### src/rtl/ps2_pkg.sv
`default_nettype none
// ============================================================================
// Module      : ps2_pkg
// Description : Shared definitions for the PS/2 keyboard receiver:
//               register offsets and decode selectors, AXI response codes,
//               STATUS/CTRL bit positions, FSM state types and the frame
//               parity helper.
// Revision    : 1.0 - initial release
// ============================================================================
package ps2_pkg;

    // Register byte offsets; decode uses address bits [4:3]
    localparam logic [7:0] c_OFS_DATA   = 8'h00;
    localparam logic [7:0] c_OFS_STATUS = 8'h08;
    localparam logic [7:0] c_OFS_CTRL   = 8'h10;

    localparam logic [1:0] c_SEL_DATA   = c_OFS_DATA[4:3];
    localparam logic [1:0] c_SEL_STATUS = c_OFS_STATUS[4:3];
    localparam logic [1:0] c_SEL_CTRL   = c_OFS_CTRL[4:3];

    // AXI response codes
    localparam logic [1:0] c_RESP_OKAY   = 2'b00;
    localparam logic [1:0] c_RESP_SLVERR = 2'b10;

    // DATA register
    localparam int c_DATA_VALID  = 8;

    // STATUS register
    localparam int c_ST_FERR     = 0;
    localparam int c_ST_OVF      = 1;
    localparam int c_ST_EMPTY    = 2;
    localparam int c_ST_FULL     = 3;
    localparam int c_ST_CNT_LSB  = 8;

    // CTRL register
    localparam int c_CTRL_EN     = 0;
    localparam int c_CTRL_IRQEN  = 1;

    typedef enum logic [0:0] {DF_IDLE = 1'b0, DF_RECV = 1'b1} deframe_state_t;
    typedef enum logic [0:0] {R_IDLE = 1'b0, R_DATA = 1'b1} rd_state_t;
    typedef enum logic [1:0] {W_IDLE = 2'd0, W_DATA = 2'd1, W_RESP = 2'd2} wr_state_t;

    // Odd parity: XOR over data bits and parity bit must be 1
    function automatic logic parity_ok(input logic [8:0] v);
        return ^v;
    endfunction

endpackage
`default_nettype wire

### src/rtl/ps2_axi_rx_if.sv
`default_nettype none
// ============================================================================
// Module      : ps2_axi_rx_if
// Description : AXI4 slave bus bundle for the PS/2 receiver.
//               slave modport  : used by the peripheral (ps2_axi_rx)
//               master modport : used by the crossbar / testbench
//               Channels: AW, W, B, AR, R (64-bit data, 4-bit IDs).
// Revision    : 1.0 - initial release
// ============================================================================
interface ps2_axi_rx_if;
    logic        awvalid;
    logic        awready;
    logic [31:0] awaddr;
    logic [3:0]  awid;
    logic [7:0]  awlen;
    logic [2:0]  awsize;
    logic [1:0]  awburst;

    logic        wvalid;
    logic        wready;
    logic [63:0] wdata;
    logic [7:0]  wstrb;
    logic        wlast;

    logic        bvalid;
    logic        bready;
    logic [1:0]  bresp;
    logic [3:0]  bid;

    logic        arvalid;
    logic        arready;
    logic [31:0] araddr;
    logic [3:0]  arid;
    logic [7:0]  arlen;
    logic [2:0]  arsize;
    logic [1:0]  arburst;

    logic        rvalid;
    logic        rready;
    logic [63:0] rdata;
    logic [1:0]  rresp;
    logic        rlast;
    logic [3:0]  rid;

    modport slave (
        input  awvalid, awaddr, awid, awlen, awsize, awburst,
        output awready,
        input  wvalid, wdata, wstrb, wlast,
        output wready,
        output bvalid, bresp, bid,
        input  bready,
        input  arvalid, araddr, arid, arlen, arsize, arburst,
        output arready,
        output rvalid, rdata, rresp, rlast, rid,
        input  rready
    );

    modport master (
        output awvalid, awaddr, awid, awlen, awsize, awburst,
        input  awready,
        output wvalid, wdata, wstrb, wlast,
        input  wready,
        input  bvalid, bresp, bid,
        output bready,
        output arvalid, araddr, arid, arlen, arsize, arburst,
        input  arready,
        input  rvalid, rdata, rresp, rlast, rid,
        output rready
    );
endinterface
`default_nettype wire

### src/rtl/ps2_sync_fifo.sv
`default_nettype none
// ============================================================================
// Module      : ps2_sync_fifo
// Description : Circular-buffer FIFO for received scan codes.
//               A push is accepted when not full, or when full with a pop in
//               the same cycle. A rejected push pulses o_drop. A pop while
//               empty is ignored.
// Ports       : clock, resetn (sync, active-low)
//               i_push/i_din, i_pop, o_dout (head), o_full, o_empty,
//               o_count, o_drop
// Revision    : 1.0 - initial release
// ============================================================================
module ps2_sync_fifo #(
    parameter int DEPTH = 8,
    parameter int WIDTH = 8,
    parameter int CNT_W = $clog2(DEPTH) + 1
) (
    input  logic             clock,
    input  logic             resetn,
    input  logic             i_push,
    input  logic [WIDTH-1:0] i_din,
    input  logic             i_pop,
    output logic [WIDTH-1:0] o_dout,
    output logic             o_full,
    output logic             o_empty,
    output logic [CNT_W-1:0] o_count,
    output logic             o_drop
);
    localparam int PW = $clog2(DEPTH);

    logic [WIDTH-1:0] r_mem [DEPTH];
    logic [PW-1:0]    r_wptr;
    logic [PW-1:0]    r_rptr;
    logic [CNT_W-1:0] r_count;

    logic w_full;
    logic w_empty;
    logic w_do_push;
    logic w_do_pop;

    assign w_full    = (r_count == CNT_W'(DEPTH));
    assign w_empty   = (r_count == '0);
    assign w_do_pop  = i_pop & ~w_empty;
    assign w_do_push = i_push & (~w_full | w_do_pop);

    always_ff @(posedge clock) begin
        if (w_do_push) begin
            r_mem[r_wptr] <= i_din;
        end
    end

    always_ff @(posedge clock) begin
        if (!resetn) begin
            r_wptr  <= '0;
            r_rptr  <= '0;
            r_count <= '0;
        end else begin
            if (w_do_push) begin
                r_wptr <= r_wptr + PW'(1);
            end
            if (w_do_pop) begin
                r_rptr <= r_rptr + PW'(1);
            end
            case ({w_do_push, w_do_pop})
                2'b10:   r_count <= r_count + CNT_W'(1);
                2'b01:   r_count <= r_count - CNT_W'(1);
                default: r_count <= r_count;
            endcase
        end
    end

    assign o_dout  = r_mem[r_rptr];
    assign o_full  = w_full;
    assign o_empty = w_empty;
    assign o_count = r_count;
    assign o_drop  = i_push & w_full & ~w_do_pop;

endmodule
`default_nettype wire

### src/rtl/ps2_axi_rx.sv
`default_nettype none
// ============================================================================
// Module      : ps2_axi_rx
// Description : PS/2 keyboard receiver with AXI4 slave register interface.
//               Synchronises ps2_clk/ps2_dat, deframes 11-bit frames, buffers
//               scan codes in a FIFO and exposes DATA/STATUS/CTRL registers.
// Ports       : clock, resetn (sync, active-low)
//               ps2_clk, ps2_dat : asynchronous PS/2 pins
//               irq              : registered level interrupt
//               io_slave         : AXI4 slave (ps2_axi_rx_if.slave)
// Revision    : 1.0 - initial release
// ============================================================================
module ps2_axi_rx
    import ps2_pkg::*;
#(
    parameter int DEPTH          = 8,
    parameter int SYNC_STAGES    = 2,
    parameter int TIMEOUT_CYCLES = 20000,
    parameter int CNT_W          = $clog2(DEPTH) + 1
) (
    input  logic         clock,
    input  logic         resetn,
    input  logic         ps2_clk,
    input  logic         ps2_dat,
    output logic         irq,
    ps2_axi_rx_if.slave  io_slave
);
    localparam int TW = $clog2(TIMEOUT_CYCLES + 1);

    // ---------------- synchronisers and falling-edge strobe ----------------
    logic [SYNC_STAGES-1:0] r_clk_sync;
    logic [SYNC_STAGES-1:0] r_dat_sync;
    logic                   r_clk_prev;
    logic                   w_sclk;
    logic                   w_sdat;
    logic                   w_strobe;

    // Reset to the idle-high bus level so release cannot fake an edge
    always_ff @(posedge clock) begin
        if (!resetn) begin
            r_clk_sync <= '1;
            r_dat_sync <= '1;
            r_clk_prev <= 1'b1;
        end else begin
            r_clk_sync <= {r_clk_sync[SYNC_STAGES-2:0], ps2_clk};
            r_dat_sync <= {r_dat_sync[SYNC_STAGES-2:0], ps2_dat};
            r_clk_prev <= w_sclk;
        end
    end

    assign w_sclk   = r_clk_sync[SYNC_STAGES-1];
    assign w_sdat   = r_dat_sync[SYNC_STAGES-1];
    assign w_strobe = r_clk_prev & ~w_sclk;

    // ---------------- deframer ----------------
    deframe_state_t r_dstate;
    logic [3:0]     r_bitcnt;
    logic [8:0]     r_shift;     // data[7:0] then parity in bit 8
    logic [TW-1:0]  r_tocnt;
    logic           w_frame_end;
    logic           w_frame_ok;
    logic           w_timeout;
    logic           w_ferr_set;

    // bitcnt==10 means this strobe carries the stop bit
    assign w_frame_end = w_strobe && (r_dstate == DF_RECV) && (r_bitcnt == 4'd10);
    assign w_frame_ok  = w_frame_end && parity_ok(r_shift) && w_sdat;
    assign w_timeout   = !w_strobe && (r_dstate == DF_RECV) && (r_tocnt == TW'(TIMEOUT_CYCLES));
    assign w_ferr_set  = (w_frame_end && !w_frame_ok) || w_timeout;

    always_ff @(posedge clock) begin
        if (!resetn) begin
            r_dstate <= DF_IDLE;
            r_bitcnt <= '0;
            r_shift  <= '0;
            r_tocnt  <= '0;
        end else begin
            case (r_dstate)
                DF_IDLE: begin
                    r_tocnt <= '0;
                    if (w_strobe && !w_sdat) begin
                        r_dstate <= DF_RECV;
                        r_bitcnt <= 4'd1;
                    end
                end
                DF_RECV: begin
                    if (w_strobe) begin
                        r_tocnt <= '0;
                        if (r_bitcnt == 4'd10) begin
                            r_dstate <= DF_IDLE;
                        end else begin
                            r_shift  <= {w_sdat, r_shift[8:1]};
                            r_bitcnt <= r_bitcnt + 4'd1;
                        end
                    end else if (w_timeout) begin
                        r_dstate <= DF_IDLE;
                    end else begin
                        r_tocnt <= r_tocnt + TW'(1);
                    end
                end
                default: r_dstate <= DF_IDLE;
            endcase
        end
    end

    // ---------------- FIFO ----------------
    logic             r_en;
    logic             r_irq_en;
    logic             r_ovf;
    logic             r_ferr;
    logic             r_irq;
    logic             w_push;
    logic             w_pop;
    logic [7:0]       w_head;
    logic             w_full;
    logic             w_empty;
    logic [CNT_W-1:0] w_count;
    logic             w_drop;

    assign w_push = w_frame_ok && r_en;

    ps2_sync_fifo #(
        .DEPTH (DEPTH),
        .WIDTH (8),
        .CNT_W (CNT_W)
    ) u_fifo (
        .clock   (clock),
        .resetn  (resetn),
        .i_push  (w_push),
        .i_din   (r_shift[7:0]),
        .i_pop   (w_pop),
        .o_dout  (w_head),
        .o_full  (w_full),
        .o_empty (w_empty),
        .o_count (w_count),
        .o_drop  (w_drop)
    );

    // ---------------- read channel ----------------
    rd_state_t   r_rstate;
    logic        r_arready;
    logic        r_rvalid;
    logic [63:0] r_rdata;
    logic [1:0]  r_rresp;
    logic        r_rlast;
    logic [3:0]  r_rid;
    logic [1:0]  r_rsel;
    logic [7:0]  r_beats;
    logic [1:0]  w_rsel;
    logic [31:0] w_rval;
    logic [1:0]  w_rresp;

    // The first beat is built from the live AR address during the handshake
    assign w_rsel = (r_rstate == R_IDLE) ? io_slave.araddr[4:3] : r_rsel;
    assign w_pop  = (r_rstate == R_IDLE) && io_slave.arvalid
                    && (io_slave.araddr[4:3] == c_SEL_DATA);

    always_comb begin
        w_rval  = '0;
        w_rresp = c_RESP_OKAY;
        case (w_rsel)
            c_SEL_DATA: begin
                w_rval[c_DATA_VALID] = ~w_empty;
                w_rval[7:0]          = w_empty ? 8'h00 : w_head;
            end
            c_SEL_STATUS: begin
                w_rval[c_ST_CNT_LSB +: CNT_W] = w_count;
                w_rval[c_ST_FULL]             = w_full;
                w_rval[c_ST_EMPTY]            = w_empty;
                w_rval[c_ST_OVF]              = r_ovf;
                w_rval[c_ST_FERR]             = r_ferr;
            end
            c_SEL_CTRL: begin
                w_rval[c_CTRL_EN]    = r_en;
                w_rval[c_CTRL_IRQEN] = r_irq_en;
            end
            default: w_rresp = c_RESP_SLVERR;
        endcase
    end

    always_ff @(posedge clock) begin
        if (!resetn) begin
            r_rstate  <= R_IDLE;
            r_arready <= 1'b1;
            r_rvalid  <= 1'b0;
            r_rdata   <= '0;
            r_rresp   <= c_RESP_OKAY;
            r_rlast   <= 1'b0;
            r_rid     <= '0;
            r_rsel    <= '0;
            r_beats   <= '0;
        end else begin
            case (r_rstate)
                R_IDLE: begin
                    if (io_slave.arvalid) begin
                        r_rsel    <= io_slave.araddr[4:3];
                        r_rid     <= io_slave.arid;
                        r_beats   <= io_slave.arlen;
                        r_rlast   <= (io_slave.arlen == 8'd0);
                        r_rvalid  <= 1'b1;
                        r_rdata   <= {w_rval, w_rval};
                        r_rresp   <= w_rresp;
                        r_arready <= 1'b0;
                        r_rstate  <= R_DATA;
                    end
                end
                R_DATA: begin
                    if (r_rvalid && io_slave.rready) begin
                        if (r_rlast) begin
                            r_rvalid  <= 1'b0;
                            r_rlast   <= 1'b0;
                            r_arready <= 1'b1;
                            r_rstate  <= R_IDLE;
                        end else begin
                            // Later beats re-read the register without popping
                            r_beats <= r_beats - 8'd1;
                            r_rlast <= (r_beats == 8'd1);
                            r_rdata <= {w_rval, w_rval};
                            r_rresp <= w_rresp;
                        end
                    end
                end
                default: r_rstate <= R_IDLE;
            endcase
        end
    end

    // ---------------- write channel ----------------
    wr_state_t  r_wstate;
    logic       r_awready;
    logic       r_wready;
    logic       r_bvalid;
    logic [1:0] r_bresp;
    logic [3:0] r_bid;
    logic [1:0] r_wsel;
    logic       w_wr_apply;
    logic       w_clr_ferr;
    logic       w_clr_ovf;

    // Only the wlast beat of a burst reaches the registers
    assign w_wr_apply = (r_wstate == W_DATA) && io_slave.wvalid && io_slave.wlast
                        && io_slave.wstrb[0];
    assign w_clr_ferr = w_wr_apply && (r_wsel == c_SEL_STATUS) && io_slave.wdata[c_ST_FERR];
    assign w_clr_ovf  = w_wr_apply && (r_wsel == c_SEL_STATUS) && io_slave.wdata[c_ST_OVF];

    always_ff @(posedge clock) begin
        if (!resetn) begin
            r_wstate  <= W_IDLE;
            r_awready <= 1'b1;
            r_wready  <= 1'b0;
            r_bvalid  <= 1'b0;
            r_bresp   <= c_RESP_OKAY;
            r_bid     <= '0;
            r_wsel    <= '0;
        end else begin
            case (r_wstate)
                W_IDLE: begin
                    if (io_slave.awvalid) begin
                        r_wsel    <= io_slave.awaddr[4:3];
                        r_bid     <= io_slave.awid;
                        r_awready <= 1'b0;
                        r_wready  <= 1'b1;
                        r_wstate  <= W_DATA;
                    end
                end
                W_DATA: begin
                    if (io_slave.wvalid && io_slave.wlast) begin
                        r_wready <= 1'b0;
                        r_bvalid <= 1'b1;
                        r_bresp  <= ((r_wsel == c_SEL_STATUS) || (r_wsel == c_SEL_CTRL))
                                    ? c_RESP_OKAY : c_RESP_SLVERR;
                        r_wstate <= W_RESP;
                    end
                end
                W_RESP: begin
                    if (io_slave.bready) begin
                        r_bvalid  <= 1'b0;
                        r_awready <= 1'b1;
                        r_wstate  <= W_IDLE;
                    end
                end
                default: r_wstate <= W_IDLE;
            endcase
        end
    end

    // ---------------- control, sticky flags, interrupt ----------------
    always_ff @(posedge clock) begin
        if (!resetn) begin
            r_en     <= 1'b1;
            r_irq_en <= 1'b0;
            r_ovf    <= 1'b0;
            r_ferr   <= 1'b0;
            r_irq    <= 1'b0;
        end else begin
            if (w_wr_apply && (r_wsel == c_SEL_CTRL)) begin
                r_en     <= io_slave.wdata[c_CTRL_EN];
                r_irq_en <= io_slave.wdata[c_CTRL_IRQEN];
            end
            // A new error in the clearing cycle keeps the flag set
            r_ovf  <= (r_ovf  & ~w_clr_ovf)  | w_drop;
            r_ferr <= (r_ferr & ~w_clr_ferr) | w_ferr_set;
            r_irq  <= r_irq_en & (~w_empty | r_ovf | r_ferr);
        end
    end

    assign irq              = r_irq;
    assign io_slave.arready = r_arready;
    assign io_slave.rvalid  = r_rvalid;
    assign io_slave.rdata   = r_rdata;
    assign io_slave.rresp   = r_rresp;
    assign io_slave.rlast   = r_rlast;
    assign io_slave.rid     = r_rid;
    assign io_slave.awready = r_awready;
    assign io_slave.wready  = r_wready;
    assign io_slave.bvalid  = r_bvalid;
    assign io_slave.bresp   = r_bresp;
    assign io_slave.bid     = r_bid;

    // Bus fields this register block does not decode
    logic w_unused;
    assign w_unused = ^{io_slave.awaddr[31:5], io_slave.awaddr[2:0], io_slave.awlen,
                        io_slave.awsize, io_slave.awburst, io_slave.araddr[31:5],
                        io_slave.araddr[2:0], io_slave.arsize, io_slave.arburst,
                        io_slave.wdata[63:2], io_slave.wstrb[7:1]};

endmodule
`default_nettype wire

### src/flat_wrapper.sv
// flat-port wrapper written by rule: the top's interface ports become plain ports
module ps2_axi_rx_flat import ps2_pkg::*;
#(
    parameter int DEPTH          = 8,
    parameter int SYNC_STAGES    = 2,
    parameter int TIMEOUT_CYCLES = 20000,
    parameter int CNT_W          = $clog2(DEPTH) + 1
)
  (clock, resetn, ps2_clk, ps2_dat, irq, io_slave_awvalid, io_slave_awaddr, io_slave_awid, io_slave_awlen, io_slave_awsize, io_slave_awburst, io_slave_awready, io_slave_wvalid, io_slave_wdata, io_slave_wstrb, io_slave_wlast, io_slave_wready, io_slave_bvalid, io_slave_bresp, io_slave_bid, io_slave_bready, io_slave_arvalid, io_slave_araddr, io_slave_arid, io_slave_arlen, io_slave_arsize, io_slave_arburst, io_slave_arready, io_slave_rvalid, io_slave_rdata, io_slave_rresp, io_slave_rlast, io_slave_rid, io_slave_rready);
  ps2_axi_rx_if io_slave_i ();
  input  logic clock;
  input  logic resetn;
  input  logic ps2_clk;
  input  logic ps2_dat;
  output logic irq;
  input wire logic [$bits(io_slave_i.awvalid)-1:0] io_slave_awvalid;
  input wire logic [$bits(io_slave_i.awaddr)-1:0] io_slave_awaddr;
  input wire logic [$bits(io_slave_i.awid)-1:0] io_slave_awid;
  input wire logic [$bits(io_slave_i.awlen)-1:0] io_slave_awlen;
  input wire logic [$bits(io_slave_i.awsize)-1:0] io_slave_awsize;
  input wire logic [$bits(io_slave_i.awburst)-1:0] io_slave_awburst;
  output wire logic [$bits(io_slave_i.awready)-1:0] io_slave_awready;
  input wire logic [$bits(io_slave_i.wvalid)-1:0] io_slave_wvalid;
  input wire logic [$bits(io_slave_i.wdata)-1:0] io_slave_wdata;
  input wire logic [$bits(io_slave_i.wstrb)-1:0] io_slave_wstrb;
  input wire logic [$bits(io_slave_i.wlast)-1:0] io_slave_wlast;
  output wire logic [$bits(io_slave_i.wready)-1:0] io_slave_wready;
  output wire logic [$bits(io_slave_i.bvalid)-1:0] io_slave_bvalid;
  output wire logic [$bits(io_slave_i.bresp)-1:0] io_slave_bresp;
  output wire logic [$bits(io_slave_i.bid)-1:0] io_slave_bid;
  input wire logic [$bits(io_slave_i.bready)-1:0] io_slave_bready;
  input wire logic [$bits(io_slave_i.arvalid)-1:0] io_slave_arvalid;
  input wire logic [$bits(io_slave_i.araddr)-1:0] io_slave_araddr;
  input wire logic [$bits(io_slave_i.arid)-1:0] io_slave_arid;
  input wire logic [$bits(io_slave_i.arlen)-1:0] io_slave_arlen;
  input wire logic [$bits(io_slave_i.arsize)-1:0] io_slave_arsize;
  input wire logic [$bits(io_slave_i.arburst)-1:0] io_slave_arburst;
  output wire logic [$bits(io_slave_i.arready)-1:0] io_slave_arready;
  output wire logic [$bits(io_slave_i.rvalid)-1:0] io_slave_rvalid;
  output wire logic [$bits(io_slave_i.rdata)-1:0] io_slave_rdata;
  output wire logic [$bits(io_slave_i.rresp)-1:0] io_slave_rresp;
  output wire logic [$bits(io_slave_i.rlast)-1:0] io_slave_rlast;
  output wire logic [$bits(io_slave_i.rid)-1:0] io_slave_rid;
  input wire logic [$bits(io_slave_i.rready)-1:0] io_slave_rready;
  assign io_slave_i.awvalid = io_slave_awvalid;
  assign io_slave_i.awaddr = io_slave_awaddr;
  assign io_slave_i.awid = io_slave_awid;
  assign io_slave_i.awlen = io_slave_awlen;
  assign io_slave_i.awsize = io_slave_awsize;
  assign io_slave_i.awburst = io_slave_awburst;
  assign io_slave_awready = io_slave_i.awready;
  assign io_slave_i.wvalid = io_slave_wvalid;
  assign io_slave_i.wdata = io_slave_wdata;
  assign io_slave_i.wstrb = io_slave_wstrb;
  assign io_slave_i.wlast = io_slave_wlast;
  assign io_slave_wready = io_slave_i.wready;
  assign io_slave_bvalid = io_slave_i.bvalid;
  assign io_slave_bresp = io_slave_i.bresp;
  assign io_slave_bid = io_slave_i.bid;
  assign io_slave_i.bready = io_slave_bready;
  assign io_slave_i.arvalid = io_slave_arvalid;
  assign io_slave_i.araddr = io_slave_araddr;
  assign io_slave_i.arid = io_slave_arid;
  assign io_slave_i.arlen = io_slave_arlen;
  assign io_slave_i.arsize = io_slave_arsize;
  assign io_slave_i.arburst = io_slave_arburst;
  assign io_slave_arready = io_slave_i.arready;
  assign io_slave_rvalid = io_slave_i.rvalid;
  assign io_slave_rdata = io_slave_i.rdata;
  assign io_slave_rresp = io_slave_i.rresp;
  assign io_slave_rlast = io_slave_i.rlast;
  assign io_slave_rid = io_slave_i.rid;
  assign io_slave_i.rready = io_slave_rready;
  ps2_axi_rx #(.DEPTH(DEPTH), .SYNC_STAGES(SYNC_STAGES), .TIMEOUT_CYCLES(TIMEOUT_CYCLES), .CNT_W(CNT_W)) u_core (.clock(clock), .resetn(resetn), .ps2_clk(ps2_clk), .ps2_dat(ps2_dat), .irq(irq), .io_slave(io_slave_i));
endmodule
### config.mk
export PLATFORM = sky130hd
export DESIGN_NAME = ps2_axi_rx_flat
export DESIGN_NICKNAME = d
export VERILOG_FILES = /design/src/rtl/ps2_pkg.sv /design/src/rtl/ps2_axi_rx_if.sv /design/src/rtl/ps2_sync_fifo.sv /design/src/rtl/ps2_axi_rx.sv /design/src/flat_wrapper.sv
export SDC_FILE = /design/constraint.sdc
export NUM_CORES = 1
export LEC_CHECK = 0
export BUFFER_PORTS_ARGS = -buffer_cell sky130_fd_sc_hd__buf_2
export CORE_MARGIN = 1
export CORE_UTILIZATION = 34
export DETAILED_ROUTE_END_ITERATION = 6
export GPL_ROUTABILITY_DRIVEN = 0
export GPL_TIMING_DRIVEN = 0
export MAX_ROUTING_LAYER = met4
export SLEW_MARGIN = 25
export SYNTH_ARGS = -nofsm -noshare
export SYNTH_HDL_FRONTEND = slang
export SYNTH_HIERARCHICAL = 1
export SYNTH_SLANG_ARGS = --single-unit
### constraint.sdc
create_clock -name clock -period 5.66 [get_ports clock]
set_clock_uncertainty 0.1 [all_clocks]
set_input_delay 0 -clock clock [delete_from_list [all_inputs] [get_ports clock]]
set_output_delay 0 -clock clock [all_outputs]
set_load 0.03 [all_outputs]
# Yosys cells after proc, flatten, opt, wreduce, memory -nomap -nowiden

Memories as Yosys holds them, arrays and structs flattened. A register that Yosys moved wholly into a read port is not among the register bits.
Cells that the tools add are included.

Add/sub/neg operators: 7
Equal/unequal tests: 23
Muxes and demuxes: 67
Bitwise logic cells: 22
Reductions and logical operators: 48

Operators with widths:

| operator                                                               | count |
|---|---|
| 64-bit 2-to-1 mux                                                      | 3 |
| 64-bit case mux with 2 select lines                                    | 1 |
| 8-bit 2-to-1 mux                                                       | 4 |
| 15-bit 2-to-1 mux                                                      | 2 |
| 15-bit case mux with 2 select lines                                    | 1 |
| 1-bit 2-to-1 mux                                                       | 24 |
| 3-bit AND reduction                                                    | 8 |
| 1-bit logical AND                                                      | 20 |
| 2-bit 2-to-1 mux                                                       | 9 |
| 1-bit case mux with 2 select lines                                     | 9 |
| 4-bit 2-to-1 mux                                                       | 4 |
| 2-bit inequality test (second input constant)                          | 8 |
| 4-bit case mux with 2 select lines                                     | 2 |
| 8-bit case mux with 2 select lines                                     | 1 |
| 15-bit by 1-bit adder with 15-bit output (second input constant)       | 1 |
| 15-bit equality test (second input constant)                           | 1 |
| 2-bit case mux with 3 select lines                                     | 2 |
| 3-bit 2-to-1 mux                                                       | 3 |
| 1-bit inverter                                                         | 9 |
| 9-bit parity                                                           | 1 |
| 4-bit by 1-bit adder with 4-bit output (second input constant)         | 2 |
| 1-bit AND                                                              | 8 |
| 2-bit by 1-bit equality test with 1-bit output (second input constant) | 4 |
| 2-bit equality test (second input constant)                            | 4 |
| other kinds (17)                                                       | 36 |

Bits in registers: 146
Memory bits (writable): 64
Input port bits: 180
Memories kept: 1

Memory list:

| memory              | depth | bits a word | rd ports | clocked after Yosys merged registers in | write ports | RTL line            | RTL |
|---|---|---|---|---|---|---|---|
| u_core.u_fifo.r_mem | 8     | 8           | 1        | 1                                       | 1           | ps2_sync_fifo.sv:31 | `logic [WIDTH-1:0] r_mem [DEPTH];` |

# Depth between registers and ports, before layout

Gate-level depths: netlist of run 1.

Depth after elaboration: 10
Depth in mapped cells: 13
Mapped depth without buffers: 12

# By module

The synthesis of run 1 kept the hierarchy.

By module, submodules not included:

| module        | times used | cells an instance | area an instance (um^2) |
|---|---|---|---|
| ps2_axi_rx    | 1          | 472               | 4,096.4 |
| ps2_sync_fifo | 1          | 174               | 3,131.8 |

# Worst setup path before layout of run 1

No wires, ideal clock.

Kind: register to register
From: register u_core.r_shift[5]
To: register u_core.u_fifo.r_count[2], in the netlist u_core/u_fifo/o_count[2]
Library setup time: 0.134 ns
Data arrival time: 3.027 ns
Setup slack: 2.399 ns
Stages on the path, launching flop included: 13
Buffers on the path: 1
Clock period less this slack: 3.261 ns
Cell sequence: dfxtp_1 xor2_1 xnor3_1 mux2i_1 and3_1 clkbuf_1 or2b_2 nor2_2 xnor2_1 ha_1 nor4b_1 a32o_1 or4_1

Longest elaborated chain between the ends: 7
Elaborated cells between the ends (all ways): 9

Ends and longest elaborated chain:

| element                                                                                      | RTL line            | RTL |
|---|---|---|
| start: declaration                                                                           | ps2_axi_rx.sv:58    | `logic [8:0] r_shift;` |
| start signal: assignment                                                                     | ps2_axi_rx.sv:92    | `r_shift <= {w_sdat, r_shift[8:1]};` |
| 9-bit parity (*)                                                                             | ps2_pkg.sv:45       | `return ^v;` |
| 1-bit logical AND (*) (2 in series)                                                          | ps2_axi_rx.sv:67    | `assign w_frame_ok = w_frame_end && parity_ok(r_shift) && w_sdat;` |
| 1-bit logical AND (*)                                                                        | ps2_axi_rx.sv:120   | `assign w_push = w_frame_ok && r_en;` |
| net u_core.w_push                                                                            | ps2_axi_rx.sv:112   | `logic w_push;` |
| 1-bit AND (*)                                                                                | ps2_sync_fifo.sv:44 | `assign w_do_push = i_push & (~w_full \| w_do_pop);` |
| 2-bit by 1-bit equality test with 1-bit output / 2-bit equality test (equally long branches) | ps2_sync_fifo.sv:64 | `case ({w_do_push, w_do_pop})` |
| 4-bit case mux with 2 select lines / 2-bit nonzero test (equally long branches)              | -                   |  |
| end signal: assignment                                                                       | ps2_sync_fifo.sv:65 | `2'b10: r_count <= r_count + CNT_W'(1);` |
| end signal: assignment                                                                       | ps2_sync_fifo.sv:66 | `2'b01: r_count <= r_count - CNT_W'(1);` |
| end signal: assignment                                                                       | ps2_sync_fifo.sv:67 | `default: r_count <= r_count;` |
| end: declaration                                                                             | ps2_sync_fifo.sv:34 | `logic [CNT_W-1:0] r_count;` |

The timed path passes the listed nets; every way through them passes the cells marked *.
A chain may end at the register's enable or synchronous reset.

# Worst setup path in the final report of run 1

From: register u_core.r_shift[4]
To: register u_core.u_fifo.r_count[2], in the netlist u_core/u_fifo/o_count[2]

The elaborated chain is that of the path after synthesis.

==> results of run 1 <==
## logic make-up (layout without fill, tap and decap cells)
kind of cell,after synthesis,in the layout,synth area share (%)
flops,159,159,52.9
other cells,1,42,0.0519
buf+inv,103,246,8.34
compound gates,81,81,7.46
simple gates,211,211,15.4
fa+ha+maj,11,11,1.90
xor+xnor,26,26,3.53
mux,54,54,10.5
## flip-flops by register name, summed over array words and instances, names as in the netlist, 3 cells and up, named ones only
| name | count |
|---|---|
| u_core/io_slave.bid | 4 |
| u_core/io_slave.rdata | 12 |
| u_core/io_slave.rid | 4 |
| u_core/r_beats | 8 |
| u_core/r_bitcnt | 4 |
| u_core/r_shift | 9 |
| u_core/r_tocnt | 15 |
| u_core/u_fifo/o_count | 4 |
| u_core/u_fifo/r_mem | 64 |
| u_core/u_fifo/r_rptr | 3 |
| u_core/u_fifo/r_wptr | 3 |
## final cells by class
type / count / area, um2 / area share (%)
Clock buffer: 20 / 459 / 5.06
Multi-Input combinational cell: 425 / 2980 / 32.9
Tap cell: 270 / 338 / 3.73
Clock inverter: 12 / 121 / 1.34
Timing Repair Buffer: 111 / 741 / 8.17
Sequential cell: 159 / 3820 / 42.2
Buffer: 85 / 534 / 5.89
Inverter: 18 / 68.8 / 0.759
## worst paths after layout
kind                              end  slack, ps  depth (start not counted)
min reg2reg      u_core/r_dat_sync[1]        310                          1
max          u_core/u_fifo/o_count[2]       1950                         12
max reg2reg  u_core/u_fifo/o_count[2]       1950                         12
min            u_core/io_slave.bvalid        160                          5
## layout by cell type, fill, tap and decap left out, types with 11 or more instances in the layout
| master | Yosys | final |
|---|---|---|
| mux4_2 | 16 | 16 |
| buf_2 | 4 | 78 |
| inv_1 | 16 | 17 |
| nor3_1 | 15 | 11 |
| dfxtp_1 | 95 | 95 |
| a21oi_1 | 26 | 26 |
| nand2b_1 | 15 | 15 |
| nand3_1 | 20 | 20 |
| nand2_1 | 38 | 38 |
| nor2_1 | 55 | 55 |
| clkbuf_1 | 22 | 23 |
| mux2i_1 | 26 | 26 |
| ha_1 | 11 | 11 |
| buf_4 | 54 | 54 |
| conb_1 | 1 | 42 |
| edfxtp_1 | 64 | 64 |
| xnor2_1 | 16 | 16 |
| dlygate4sd3_1 | 0 | 37 |
| clkbuf_16 | 0 | 18 |
## per-layer routing
layer	part of all wire [%]	routed length, um	vias up	track usage (%)
met5	0	0	-	-
met4	1.1	176	0	5.52
met3	3.8	591	11	3.27
met2	47	7350	104	24.0
met1	48	7560	2421	19.6
li1	-	-	2578	-
## power by group
group	switching, mW	internal [mW]
clock	0.477	0.644
sequential	0.0189	1.20
combinational	0.158	0.105
total	0.654	1.95
## worst max-delay path: cells and delay by family (launching register included)
family / cells / cell delay (ps)
muxes: 1 / 160
adders and majority gates: 1 / 230
buffers and inverters: 1 / 220
xor gates and xnor gates: 3 / 790
AOI/OAI and AO/OA: 1 / 210
DFF: 1 / 570
and+or+nand+nor: 5 / 1290
==> run metrics, run 1 <==
CP max-delay cell=dfxtp_1; minimum clock period after layout=3710 ps; cell types occupying the most area after synthesis=edfxtp_1 27%, dfxtp_1 26%, buf_4 5.6%; max-slew violation count=0; peak supply drop=~170 uV; number of antenna violations at the first check in global routing=0; 1st-pass router iterations=4; Global Route Usage Sum=between 15 and 20%; via count of the first global-routing pass=around 4800; measured slew at the worst slew-check pin=roughly 850 ps; Die H=between 100 and 150 um; Cells after DPL=just over 1000; total wirelength of the detailed-routed design=approximately 16000 um; area of the die=about 22000 um2; detailed-route vias per instance=~4.6; Hold Worst Slack=around 160 ps; Initial DRC Count=~260; Tcrit/Tclk final=65.5%; power density over cell area=287 nW/um2; arrival time at the worst endpoint=a little under 4000 ps; highest cell delay on the worst timing path=570 ps; cell with the most instances after synthesis=dfxtp_1; number of enable flip-flop cells after synthesis=64; YS warnings=6; leakage dissipation=about 3.6 nW; post-layout instance count excluding filler cells=1100; vias after detailed routing=around 5000; TritonCTS clock tree=yes; post-layout net count=1008; global-route wire length before repair=24800 um; Hold WC Path Type=in2reg; prevailing post-synth register cell=dfxtp_1; Initial Utilization=a little over a third; Final setup violation count=0; clock root buffer master=clkbuf_16; data required time at the worst endpoint=around 5900 ps; Std-Cell Core Area=slightly above 20000 um2; Total Power=~2.6 mW; critical path launch point=u_core/r_shift[4]; crit path cell chain=xor2_1, xnor3_1, mux2i_1, and3_1, clkbuf_1, or2b_2, nor2_2, xnor2_1, ha_1, nor4b_1, a32o_1, or4_1; sequential fraction of the synthesis area=~53%; type of destination of the critical path=flop; cts bufs inserted=17; critical path type=reg2reg; largest driver fanout on the critical path=11; relative slew slack=between 40% and 50%; final worst-path setup slack=between 1500 and 2000 ps; core occupancy in the finished layout=about 44%; share of layout cells above drive strength 1=roughly a quarter; count of fill cells added during filler insertion=around 2000; x dimension of the die=148 um; fraction of registers with async set or reset after synthesis=0%; number of standard cells after synthesis=646; clock latency of the later-clocked register in the worst-skew pair=~430 ps; synthesis-to-finish area growth=25.4%; biggest area consumer among synthesized cells=edfxtp_1; global route overflow=0; Post-DRT Antenna Nets=0; I/O Buffers=73; clk slew on worst S/H paths=60 ps; most instantiated cells after synthesis=95 x dfxtp_1, 64 x edfxtp_1, 55 x nor2_1; largest net degree at the start of global routing=17; Max Buffers Root-to-Sink=2; unique cell type count in the Yosys netlist=70; hpwl dp=around 11000 um; hold bufs inserted after CTS=37; Final Instance Area=just over 9000 um2; Clock Sinks=159; critical hold path startpoint=io_slave_wlast; Yosys top cell area share=26.6%; antenna diode count=0; Remaining DRCs=0; routed length per placed instance=between 10 and 15 um; instance area at placement=~8000 um2; register bit count reported by yosys=around 160; upper clock frequency limit=about 270 MHz; nature of the critical path startpoint=flop; cells resized by post-CTS repair=0; minimum setup slack after placement=a little under 2000 ps; Max Cap Viol=0; Post-Syn Area per Cell=roughly 11 um2; result of the run=complete, no violations; Top Ports=between 200 and 300; Total Neg Setup Slack=0 ps; Critical R2R Launch=u_core/r_shift[4]; # Post-CTS Setup Buffers=0; Cell Area, Synth=7230 um2; number of H-tree levels=4; RSZ-0062 raised after global routing=false; final count of hold timing violations=0; Site Rows=52
(Power assumes the default switching activity.)
==> inputs of run 2 (changes only) <==
Settings changed: ABC_AREA set to 1.
Clock period 5.66 ns to 3.3 ns, I/O delays scaled along.
==> run metrics, run 2 <==
result of the run=complete, no violations; unique cell type count in the Yosys netlist=48 (-31%); count of fill cells added during filler insertion=2029 (+4.0%); Cell Area, Synth=7380 um2 (+2.0%); Hold Crit Endpoint=u_core/r_wsel[0]; total wirelength of the detailed-routed design=17200 um (+9.7%); leakage dissipation=3.91 nW (+9.2%); I/O Buffers=73 (unchanged); minimum setup slack after placement=314 ps (-1620 ps); number of flip-flops under the largest register name=64 (unchanged); detailed-route vias per instance=4.58 (-1.5%); routed length per placed instance=13.0 um (-8.7%); worst r2r path cells=9 (-3); Final setup violation count=0 (unchanged); nature of the critical path startpoint=flop; number of standard cells after synthesis=858 (+33%); synthesis-to-finish area growth=25.7%; endpoint of the most critical register-to-register path=u_core/r_irq_en; Max Cap Viol=0 (unchanged); Total Neg Setup Slack=0 ps (unchanged); number of enable flip-flop cells after synthesis=64 (unchanged); area of the die=22300 um2 (+2.0%); most instantiated cells after synthesis=134 x nor2_1, 119 x nand2_1, 95 x dfxtp_1; Site Rows=53 (+1.9%); global route overflow=0 (unchanged); final count of hold timing violations=0 (unchanged); biggest area consumer among synthesized cells=edfxtp_1; prevailing post-synth register cell=dfxtp_1; clock latency of the later-clocked register in the worst-skew pair=420 ps (about the same); largest driver fanout on the critical path=4 (-7); Clock Sinks=159 (unchanged); peak supply drop=387 uV (+120%); Std-Cell Core Area=21200 um2 (+2.9%); Yosys top cell area share=26.1% (-0.53 points); register bit count reported by yosys=159 (unchanged); arrival time at the worst endpoint=3280 ps (-630 ps); Initial Utilization=34.9% (-0.29 points); type of destination of the critical path=flop; Global Route Usage Sum=16.1% (+0.78 points); Max Buffers Root-to-Sink=2 (unchanged); measured slew at the worst slew-check pin=982 ps (+129 ps); Reg2Reg Setup Slack=220 ps (-1730 ps); Post-Syn Area per Cell=8.60 um2 (-23%); largest net degree at the start of global routing=17 (unchanged); global-route wire length before repair=27100 um (+9.4%); clk slew on worst S/H paths=60 ps (about the same); power density over cell area=494 nW/um2 (+72%); minimum clock period after layout=3080 ps (-632 ps); number of H-tree levels=4 (unchanged); via count of the first global-routing pass=5582 (+16%); most flop-heavy register=u_core/u_fifo/r_mem; RSZ-0062 raised after global routing=false; core occupancy in the finished layout=43.8% (-0.27 points); share of layout cells above drive strength 1=20.0% (-4.3 points); Initial DRC Count=340 (+29%); vias after detailed routing=6053 (+18%); upper clock frequency limit=325 MHz (+21%); cts bufs inserted=17 (unchanged); final worst-path setup slack=224 ps (-1730 ps); cell with the most instances after synthesis=nor2_1; clock root buffer master=clkbuf_16; x dimension of the die=149 um (+1.0%); critical hold path startpoint=io_slave_awvalid; relative slew slack=34.0% (-8.8 points); WHS Path Cells=4 (-1); most common cell after layout, fill and taps aside=nor2_1; cells resized by post-CTS repair=0 (unchanged); Tcrit/Tclk final=93.2% (+28 points); max-slew violation count=0 (unchanged); Die H=149 um (+1.0%); top library cells by usage in the layout, fill and taps aside=134 x nor2_1, 119 x nand2_1, 95 x dfxtp_1, 86 x inv_1, 77 x buf_2; Top Ports=263 (unchanged); TritonCTS clock tree=yes; Hold WC Path Type=in2reg; Critical R2R Launch=u_core/r_wstate[1]; fraction of registers with async set or reset after synthesis=0% (unchanged); hpwl dp=12100 um (+11%); data required time at the worst endpoint=3510 ps (-2350 ps); Remaining DRCs=0 (unchanged); number of antenna violations at the first check in global routing=0 (unchanged); cell types occupying the most area after synthesis=edfxtp_1 26%, dfxtp_1 26%, nor2_1 6.8%; 1st-pass router iterations=5 (+1); Post-DRT Antenna Nets=0 (unchanged); sequential fraction of the synthesis area=51.8% (-1.1 points); critical path type=reg2reg; post-layout net count=1226 (+22%); antenna diode count=0 (unchanged); YS warnings=6 (unchanged)
[run 2: report_power, final]
| group | leakage, nW | total (mW) | internal (mW) | switching, mW |
|---|---|---|---|---|
| clock network | 0.292 | 1.95 | 1.19 | 0.761 |
| registers | 1.28 | 2.10 | 2.07 | 0.0285 |
| logic | 2.34 | 0.519 | 0.192 | 0.327 |
| total | 3.91 | 4.58 | 3.46 | 1.12 |
[run 2: per-stage QoR]
step / instances / hold slack [ps] / cell area, um2 / total power, mW
5_1_grt: 1322 / 68.1 / 9270 / 4.75
2_1_floorplan: 899 / -2.37 / 7530 / 2.50
3_3_place_gp: 1247 / 92.4 / 8240 / 2.61
4_1_cts: 1322 / 32.2 / 9270 / 4.61
6_report: 1322 / 43.5 / 9270 / 4.58
3_5_place_dp: 1247 / 94.8 / 8240 / 2.62
[run 2: worst max-delay path: stages (launching register included)]
cell and delay, ps:
dfxtp_1 310, inv_1 60, nand2_1 60, nor3_1 240
dlygate4sd3_1 680, nand3_1 170, o21ai_0 180, dlygate4sd3_1 570
a21oi_1 40, dlygate4sd3_1 550
[run 2: kinds of logic after synthesis]
| kind of cell | count (synthesis) | synth area share, % |
|---|---|---|
| other | 1 | 0.0508 |
| flip-flops | 159 | 51.8 |
| AND/OR/NAND/NOR | 336 | 20.6 |
| XOR/XNOR | 7 | 0.831 |
| buffers and inverters | 173 | 11.9 |
| AO/OA/AOI/OAI | 171 | 12.9 |
| adder cells (fa/ha/maj) | 11 | 1.87 |
[run 2: worst max-delay path by stage]
stage,end,cells past startpoint,startpoint,slack [ps]
2_1_floorplan,u_core/u_fifo/r_mem[0][0],10,u_core/r_rstate,910
3_3_place_gp,u_core/u_fifo/r_mem[4][5],10,u_core/r_rstate,320
3_5_place_dp,u_core/u_fifo/r_mem[7][7],10,u_core/r_rstate,310
4_1_cts,u_core/r_irq_en,9,u_core/r_wstate[1],220
5_1_grt,u_core/r_irq_en,9,u_core/r_wstate[1],50
6_report,u_core/r_irq_en,9,u_core/r_wstate[1],220
[run 2: what timing repair did]
item,CTS,global route
setup buffers,0,0
hold endpoints to repair,48,0
hold buffers,44,0
[run 2: metal layers]
metal  global-route usage [%]  vias to the layer above  wire length [um]
met5                        -                        -                 0
met1                     20.4                     2810              8120
li1                         -                     3091                 -
met3                     3.03                       16               687
met2                     26.1                      136              8200
met4                     4.85                        0               190
[run 2: layout make-up]
cell class,instances,area [um2],share of cell area [%]
multi-input cells,567,2830,30.5
inverters,94,358,3.86
plain buffers,79,519,5.60
clock buffers,22,485,5.24
clock inverters,9,106,1.15
repair buffers,117,806,8.69
flip-flops and latches,159,3820,41.2
well taps,275,344,3.71
